## src/rtl/hazard_stall_ctrl_pkg.sv

```systemverilog
// Shared types and constants for the pipeline sequencing controller.
package hazard_stall_ctrl_pkg;

    localparam int REG_W = 3;

    // Instruction word loaded into IF/ID when it is flushed.
    localparam logic [15:0] NOP_INSTR = 16'h0000;

    // Drain counter value whose increment marks HALT leaving WB.
    localparam logic [1:0] DRAIN_LAST = 2'd2;

    typedef enum logic [1:0] {
        ST_RUN    = 2'd0,
        ST_DRAIN  = 2'd1,
        ST_HALTED = 2'd2
    } hsc_state_e;

    // One in-flight instruction as seen by the hazard logic.
    typedef struct packed {
        logic             v;
        logic             wr;
        logic [REG_W-1:0] rd;
        logic             ld;
    } sb_entry_t;

    // RAW match of the ID sources against one stage; when need_ld is set
    // the match only counts if that stage holds a load.
    function automatic logic stage_hit(
        input sb_entry_t        e,
        input logic [REG_W-1:0] rs,
        input logic [REG_W-1:0] rt,
        input logic             rs_used,
        input logic             rt_used,
        input logic             need_ld
    );
        logic src_match;
        src_match = (rs_used && (rs == e.rd)) || (rt_used && (rt == e.rd));
        return e.v && e.wr && src_match && (!need_ld || e.ld);
    endfunction

endpackage

```

## src/rtl/hazard_stall_ctrl_sb.sv

```systemverilog
// Single scoreboard stage: clears on reset, freezes on hold, else loads
// either a bubble or the incoming entry.
module hazard_sb_entry
    import hazard_stall_ctrl_pkg::*;
(
    input  logic      clk_i,
    input  logic      rst_i,
    input  logic      hold_i,
    input  logic      bubble_i,
    input  sb_entry_t d_i,
    output sb_entry_t q_o
);

    sb_entry_t entry_q;

    // Stage register with hold taking priority over bubble/load.
    always_ff @(posedge clk_i) begin
        if (rst_i) begin
            entry_q <= '0;
        end else if (!hold_i) begin
            entry_q <= bubble_i ? sb_entry_t'('0) : d_i;
        end
    end

    assign q_o = entry_q;

endmodule

```

## src/rtl/hazard_stall_ctrl.sv

```systemverilog
// Pipeline sequencing controller: decides advance/hold/flush/bubble for the
// front of the 5-stage core, tracks in-flight writers, and drains on HALT.
//
// state   | meaning
// RUN     | normal issue; stalls, redirects and memory freezes handled
// DRAIN   | HALT issued; younger work discarded while older work retires
// HALTED  | pipe empty; everything frozen until reset
module hazard_stall_ctrl
    import hazard_stall_ctrl_pkg::*;
#(
    parameter int FORWARDING = 1,
    parameter int RF_BYPASS  = 1,
    parameter int CNT_W      = 16
) (
    input  logic             clk_i,
    input  logic             rst_i,
    input  logic             id_valid_i,
    input  logic [2:0]       id_rs_i,
    input  logic [2:0]       id_rt_i,
    input  logic             id_rs_used_i,
    input  logic             id_rt_used_i,
    input  logic             id_regwrt_i,
    input  logic [2:0]       id_rd_i,
    input  logic             id_memread_i,
    input  logic             id_halt_i,
    input  logic             ex_redirect_i,
    input  logic             mem_stall_i,
    output logic             pc_we_o,
    output logic             ifid_we_o,
    output logic             ifid_flush_o,
    output logic             idex_valid_o,
    output logic             pipe_we_o,
    output logic             halted_o,
    output logic [CNT_W-1:0] stall_cnt_o
);

    hsc_state_e       state_q;
    logic [1:0]       drain_cnt_q;
    logic [CNT_W-1:0] stall_cnt_q;

    sb_entry_t sb_ex_q, sb_mem_q, sb_wb_q;
    sb_entry_t sb_ex_d;

    logic hit_ex, hit_mem, hit_wb, hit_ex_ld;
    logic hz, advance;

    assign hit_ex    = stage_hit(sb_ex_q,  id_rs_i, id_rt_i, id_rs_used_i, id_rt_used_i, 1'b0);
    assign hit_ex_ld = stage_hit(sb_ex_q,  id_rs_i, id_rt_i, id_rs_used_i, id_rt_used_i, 1'b1);
    assign hit_mem   = stage_hit(sb_mem_q, id_rs_i, id_rt_i, id_rs_used_i, id_rt_used_i, 1'b0);
    assign hit_wb    = stage_hit(sb_wb_q,  id_rs_i, id_rt_i, id_rs_used_i, id_rt_used_i, 1'b0);

    // With forwarding only a load in EX cannot be bypassed in time; without
    // it every older writer blocks, except WB when the RF writes first.
    generate
        if (FORWARDING != 0) begin : g_fwd
            assign hz = id_valid_i && hit_ex_ld;
        end else begin : g_nofwd
            assign hz = id_valid_i && (hit_ex || hit_mem || (hit_wb && (RF_BYPASS == 0)));
        end
    endgenerate

    assign advance = (state_q == ST_RUN) && !mem_stall_i && !ex_redirect_i && !hz;

    assign sb_ex_d = '{v: id_valid_i, wr: id_regwrt_i, rd: id_rd_i, ld: id_memread_i};

    hazard_sb_entry u_sb_ex (
        .clk_i    (clk_i),
        .rst_i    (rst_i),
        .hold_i   (mem_stall_i),
        .bubble_i (!advance),
        .d_i      (sb_ex_d),
        .q_o      (sb_ex_q)
    );

    hazard_sb_entry u_sb_mem (
        .clk_i    (clk_i),
        .rst_i    (rst_i),
        .hold_i   (mem_stall_i),
        .bubble_i (1'b0),
        .d_i      (sb_ex_q),
        .q_o      (sb_mem_q)
    );

    hazard_sb_entry u_sb_wb (
        .clk_i    (clk_i),
        .rst_i    (rst_i),
        .hold_i   (mem_stall_i),
        .bubble_i (1'b0),
        .d_i      (sb_mem_q),
        .q_o      (sb_wb_q)
    );

    // Sequencing FSM, drain counter and saturating hazard-stall counter.
    always_ff @(posedge clk_i) begin
        if (rst_i) begin
            state_q     <= ST_RUN;
            drain_cnt_q <= '0;
            stall_cnt_q <= '0;
        end else begin
            case (state_q)
                ST_RUN: begin
                    if (!mem_stall_i && !ex_redirect_i) begin
                        if (hz) begin
                            if (stall_cnt_q != '1) begin
                                stall_cnt_q <= stall_cnt_q + CNT_W'(1);
                            end
                        end else if (id_valid_i && id_halt_i) begin
                            state_q     <= ST_DRAIN;
                            drain_cnt_q <= '0;
                        end
                    end
                end
                ST_DRAIN: begin
                    if (!mem_stall_i) begin
                        drain_cnt_q <= drain_cnt_q + 2'd1;
                        if (drain_cnt_q == DRAIN_LAST) begin
                            state_q <= ST_HALTED;
                        end
                    end
                end
                ST_HALTED: begin
                    state_q <= ST_HALTED;
                end
                default: begin
                    state_q <= ST_RUN;
                end
            endcase
        end
    end

    // Latch enables react to this cycle's hazards, so they are decoded from
    // the state and live inputs; reset forces everything off.
    always_comb begin
        pc_we_o      = 1'b0;
        ifid_we_o    = 1'b0;
        ifid_flush_o = 1'b0;
        idex_valid_o = 1'b0;
        pipe_we_o    = 1'b0;
        halted_o     = 1'b0;
        if (!rst_i) begin
            case (state_q)
                ST_RUN: begin
                    if (mem_stall_i) begin
                        pipe_we_o = 1'b0;
                    end else if (ex_redirect_i) begin
                        pc_we_o      = 1'b1;
                        ifid_we_o    = 1'b1;
                        ifid_flush_o = 1'b1;
                        pipe_we_o    = 1'b1;
                    end else if (hz) begin
                        pipe_we_o = 1'b1;
                    end else begin
                        pc_we_o      = 1'b1;
                        ifid_we_o    = 1'b1;
                        idex_valid_o = id_valid_i;
                        pipe_we_o    = 1'b1;
                    end
                end
                ST_DRAIN: begin
                    ifid_flush_o = 1'b1;
                    ifid_we_o    = !mem_stall_i;
                    pipe_we_o    = !mem_stall_i;
                end
                ST_HALTED: begin
                    halted_o = 1'b1;
                end
                default: begin
                    halted_o = 1'b0;
                end
            endcase
        end
    end

    assign stall_cnt_o = stall_cnt_q;

endmodule

```

## config.mk

```make
export PLATFORM = sky130hd
export DESIGN_NAME = hazard_stall_ctrl
export DESIGN_NICKNAME = d
export VERILOG_FILES = /design/src/rtl/hazard_stall_ctrl_pkg.sv /design/src/rtl/hazard_stall_ctrl_sb.sv /design/src/rtl/hazard_stall_ctrl.sv
export SDC_FILE = /design/constraint.sdc
export NUM_CORES = 1
export LEC_CHECK = 0
export CAP_MARGIN = 20
export CORE_MARGIN = 2
export CORE_UTILIZATION = 43
export DETAILED_ROUTE_END_ITERATION = 8
export HOLD_SLACK_MARGIN = 0.02
export PLACE_DENSITY = 0.75
export SYNTH_ARGS = -nofsm -noshare
export SYNTH_HDL_FRONTEND = slang
export SYNTH_SLANG_ARGS = --single-unit
export TNS_END_PERCENT = 20
```

## constraint.sdc

```tcl
create_clock -name clk_i -period 2.3 [get_ports clk_i]
set_input_delay 0.69 -clock clk_i [delete_from_list [all_inputs] [get_ports clk_i]]
set_output_delay 0.69 -clock clk_i [all_outputs]
set_load 0.005 [all_outputs]
```

==> results.yml <==
logic_synthesis:
  synth_edf_count: 0
  synth_ff_type: "dfxtp_1"
  synth_seq_area_share_pct: 34.4
  synth_simple_gate_area_share_pct: 29.0
  synth.avg_cell_area_um2: 8.79
  synth_top_cell_area_share_pct: 34.4
  synth_warnings: 0
  synth_top_family_by_area: "simple AND/OR/NAND/NOR gates"
  ys_ff_latch: 26
  synth_mux_area_share_pct: 0.993
  synthDistinctLibCells: 43
  synthXorXnorAreaFrac_pct: 8.11
  yosys-top-cells-area: "dfxtp_1 34%, nor2_1 4.7%, a21oi_1 4.6%, xnor2_1 4.6%, ha_1 4.1%"
  synthAdderAreaFrac_pct: 4.14
  syn-num-nets: 196
  synth_compound_area_share_pct: 18.2
  syn_inst: 172
  synthArstFlopShare_pct: 0
  netlist_area_mm2: 0.00151
  yosysTopAreaCell: "dfxtp_1"
detailed_routing:
  drt_iter0_drc: 54
  wl_met1_mm: 1.50
  viasPerCell: 5.36
  met2WireLength_mm: 1.76
  wl_met3_um: 151
  vias: 1447
  drc_errors: 0
  wl_mm: 3.47
  topRoutingLayerUsed: "met4"
  drtAntennaViolNets: 0
  firstDrtPassIters: 4
  wl_per_cell_um: 12.8
sta:
  final-hold-violation-count: 0
  rsz0062_at_grt: "true"
  clock_skew_ns: 0.00356
  period_minus_slack_ns: 2.35
  tightest_slew_ns: 0.582
  drv_slew: 0
  setup_viol: 3
  relSlewSlack_pct: 61.0
  layout_setup_ws_ns: -0.0523
  max_freq_ghz: 0.425
  timing.final.crit_share_pct: 102
critical_path:
  cp.arrival_ns: 1.66
  worst_setup_path_start_kind: "primary input"
  path_max_fanout: 2
  cp.required_ns: 1.61
  end_kind: "output port"
  criticalPathCategory: "in2out"
outcome:
  status: "complete, but fails checks"
  violations: "setup timing"
min_path:
  hold_class: "reg2reg"
clocking:
  cts_tree: "done"
  clockRootBuffer: "clkbuf_4"
  clock_latency_ns: 0.33
  cts_max_level: 1
  clk_pin_slew_ns: 0.14
  numCtsBuffers: 3
  hold_buffers: 0
  clkSinkCount: 26
  clk_path_buf_depth: 2
global_route:
  grt_pass1_vias: 1388
  grt_first_pass_wirelength_mm: 5.95
  grt_antenna_before_repair: 0
  grt.overflow.total: 0
  track_usage_pct: 18.4
  grt_max_degree: 25
layout:
  diodes: 0
  drive_gt1_share_pct: 25.4
  nNetsFinal: 249
  syn2layout_area_growth_pct: 41.2
  fin_cells: 270
power_and_ir_drop:
  max-vdd-ir-drop_uv: 219
  p_leak_nw: 0.826
  p_per_area_mw_per_mm2: 384
die:
  fp.dieH_um: 63.3
  core_mm2: 0.00336
  start_util_pct: 44.9
  die_w_um: 63.3
  row_count: 21
  dieArea_mm2: 0.00400
  ios: 41
placement:
  io_buffers: 40
  gp_congestion: 0.788
  dp_hpwl_mm: 2.66
  place_inst: 264
  dp_slack_ns: -0.840
flow_run:
  cap_violations: 0
-- final cells by class --
class	count	area (µm²)
clock buffer	4	36.3
fill	320	1230
inverter	8	30.0
multi-input combinational	130	982
sequential	26	527
tap	46	57.6
timing repair buffer	56	502
-- synth_stat cells (3+ instances only) --
cell	instances
clkbuf_1	4
nor2_1	19
nand3_1	6
a21oi_1	14
a22o_1	5
xnor2_1	8
inv_1	8
dfxtp_1	26
nor2b_1	4
nand4_1	9
ha_1	5
o21ai_0	4
and3_1	3
o31ai_1	4
xor2_1	6
or4_1	5
nand2_1	8
-- path summary, 6_finish.rpt --
path / from / end / slack [ns] / depth (start not counted)
setup / recovery: id_rs_i[1] / ifid_we_o / -0.05 / 7
hold / removal: u_sb_ex.q_o[0]$_SDFFE_PP0N_ / u_sb_ex.q_o[0]$_SDFFE_PP0N_ / 0.50 / 1
setup reg to reg: state_q[1]$_SDFFE_PP0P_ / stall_cnt_o[13]$_SDFFE_PP0P_ / 0.29 / 9
hold reg to reg: u_sb_ex.q_o[0]$_SDFFE_PP0N_ / u_sb_ex.q_o[0]$_SDFFE_PP0N_ / 0.50 / 1
-- worst max-delay path: stages --
cell and delay (ns):
buf_8 0.10, xnor2_2 0.13, nand4_1 0.15, a21oi_4 0.24, a21oi_4 0.08, a21o_1 0.16, buf_2 0.12
-- kinds of logic (layout without fill, tap and decap cells) --
kind of cell	Yosys count	count (layout)
and+or+nand+nor	73	73
AOI/OAI and AO/OA	37	37
muxes	1	1
buffers and inverters	16	68
adders and majority gates	5	5
DFF	26	26
xor gates and xnor gates	14	14
-- state kept, by name, summed over array words and instances (netlist names) --
| register | flops |
|---|---|
| stall_cnt_o | 16 |
| u_sb_ex.q_o | 6 |
| drain_cnt_q | 2 |
| state_q | 2 |
-- repair_timing --
action                                  4_1_cts  5_1_grt
resized for setup                            53       11
endpoints found under the setup margin       13        5
endpoints found under the hold margin         0        0
pin swaps                                    10        8
buffers inserted                              2        1
-- metal layers --
layer	up-vias	GRT usage, %
met5	-	0
met4	0	7.34
met3	5	3.21
met2	30	32.3
met1	692	22.1
li1	720	-
-- per-stage QoR --
stage | area, µm² | total power, mW | utilization [%] | hold slack [ns] | setup TNS (ns)
floorplan | 1540 | 0.525 | - | 0.449 | 0
global placement | 2050 | 0.584 | 61.0 | 0.467 | -8.03
detailed placement | 2050 | 0.588 | 61.0 | 0.473 | -9.47
CTS | 2090 | 0.819 | 62.1 | 0.511 | -0.151
global route | 2130 | 0.855 | 63.5 | 0.538 | -0.321
finish | 2130 | 0.819 | 63.5 | 0.505 | -0.103
-- placed cells by master (no fill, tap or decap), drive strengths merged, types with 6 or more instances in the layout --
cell	netlist	routed
dfxtp	26	26
buf	4	24
clkdlybuf4s50	0	22
nor2	19	19
a21oi	15	15
nand2	11	11
nand4	10	10
dlygate4sd2	0	9
inv	8	8
xnor2	8	8
nand3	6	6
xor2	6	6
-- report_power, final --
part	internal [mW]	total (mW)	switching, mW
logic	0.0694	0.119	0.0497
clock network	0.0971	0.239	0.142
registers	0.456	0.461	0.00490
total	0.623	0.819	0.197
Power figures use the tool's default switching activity.
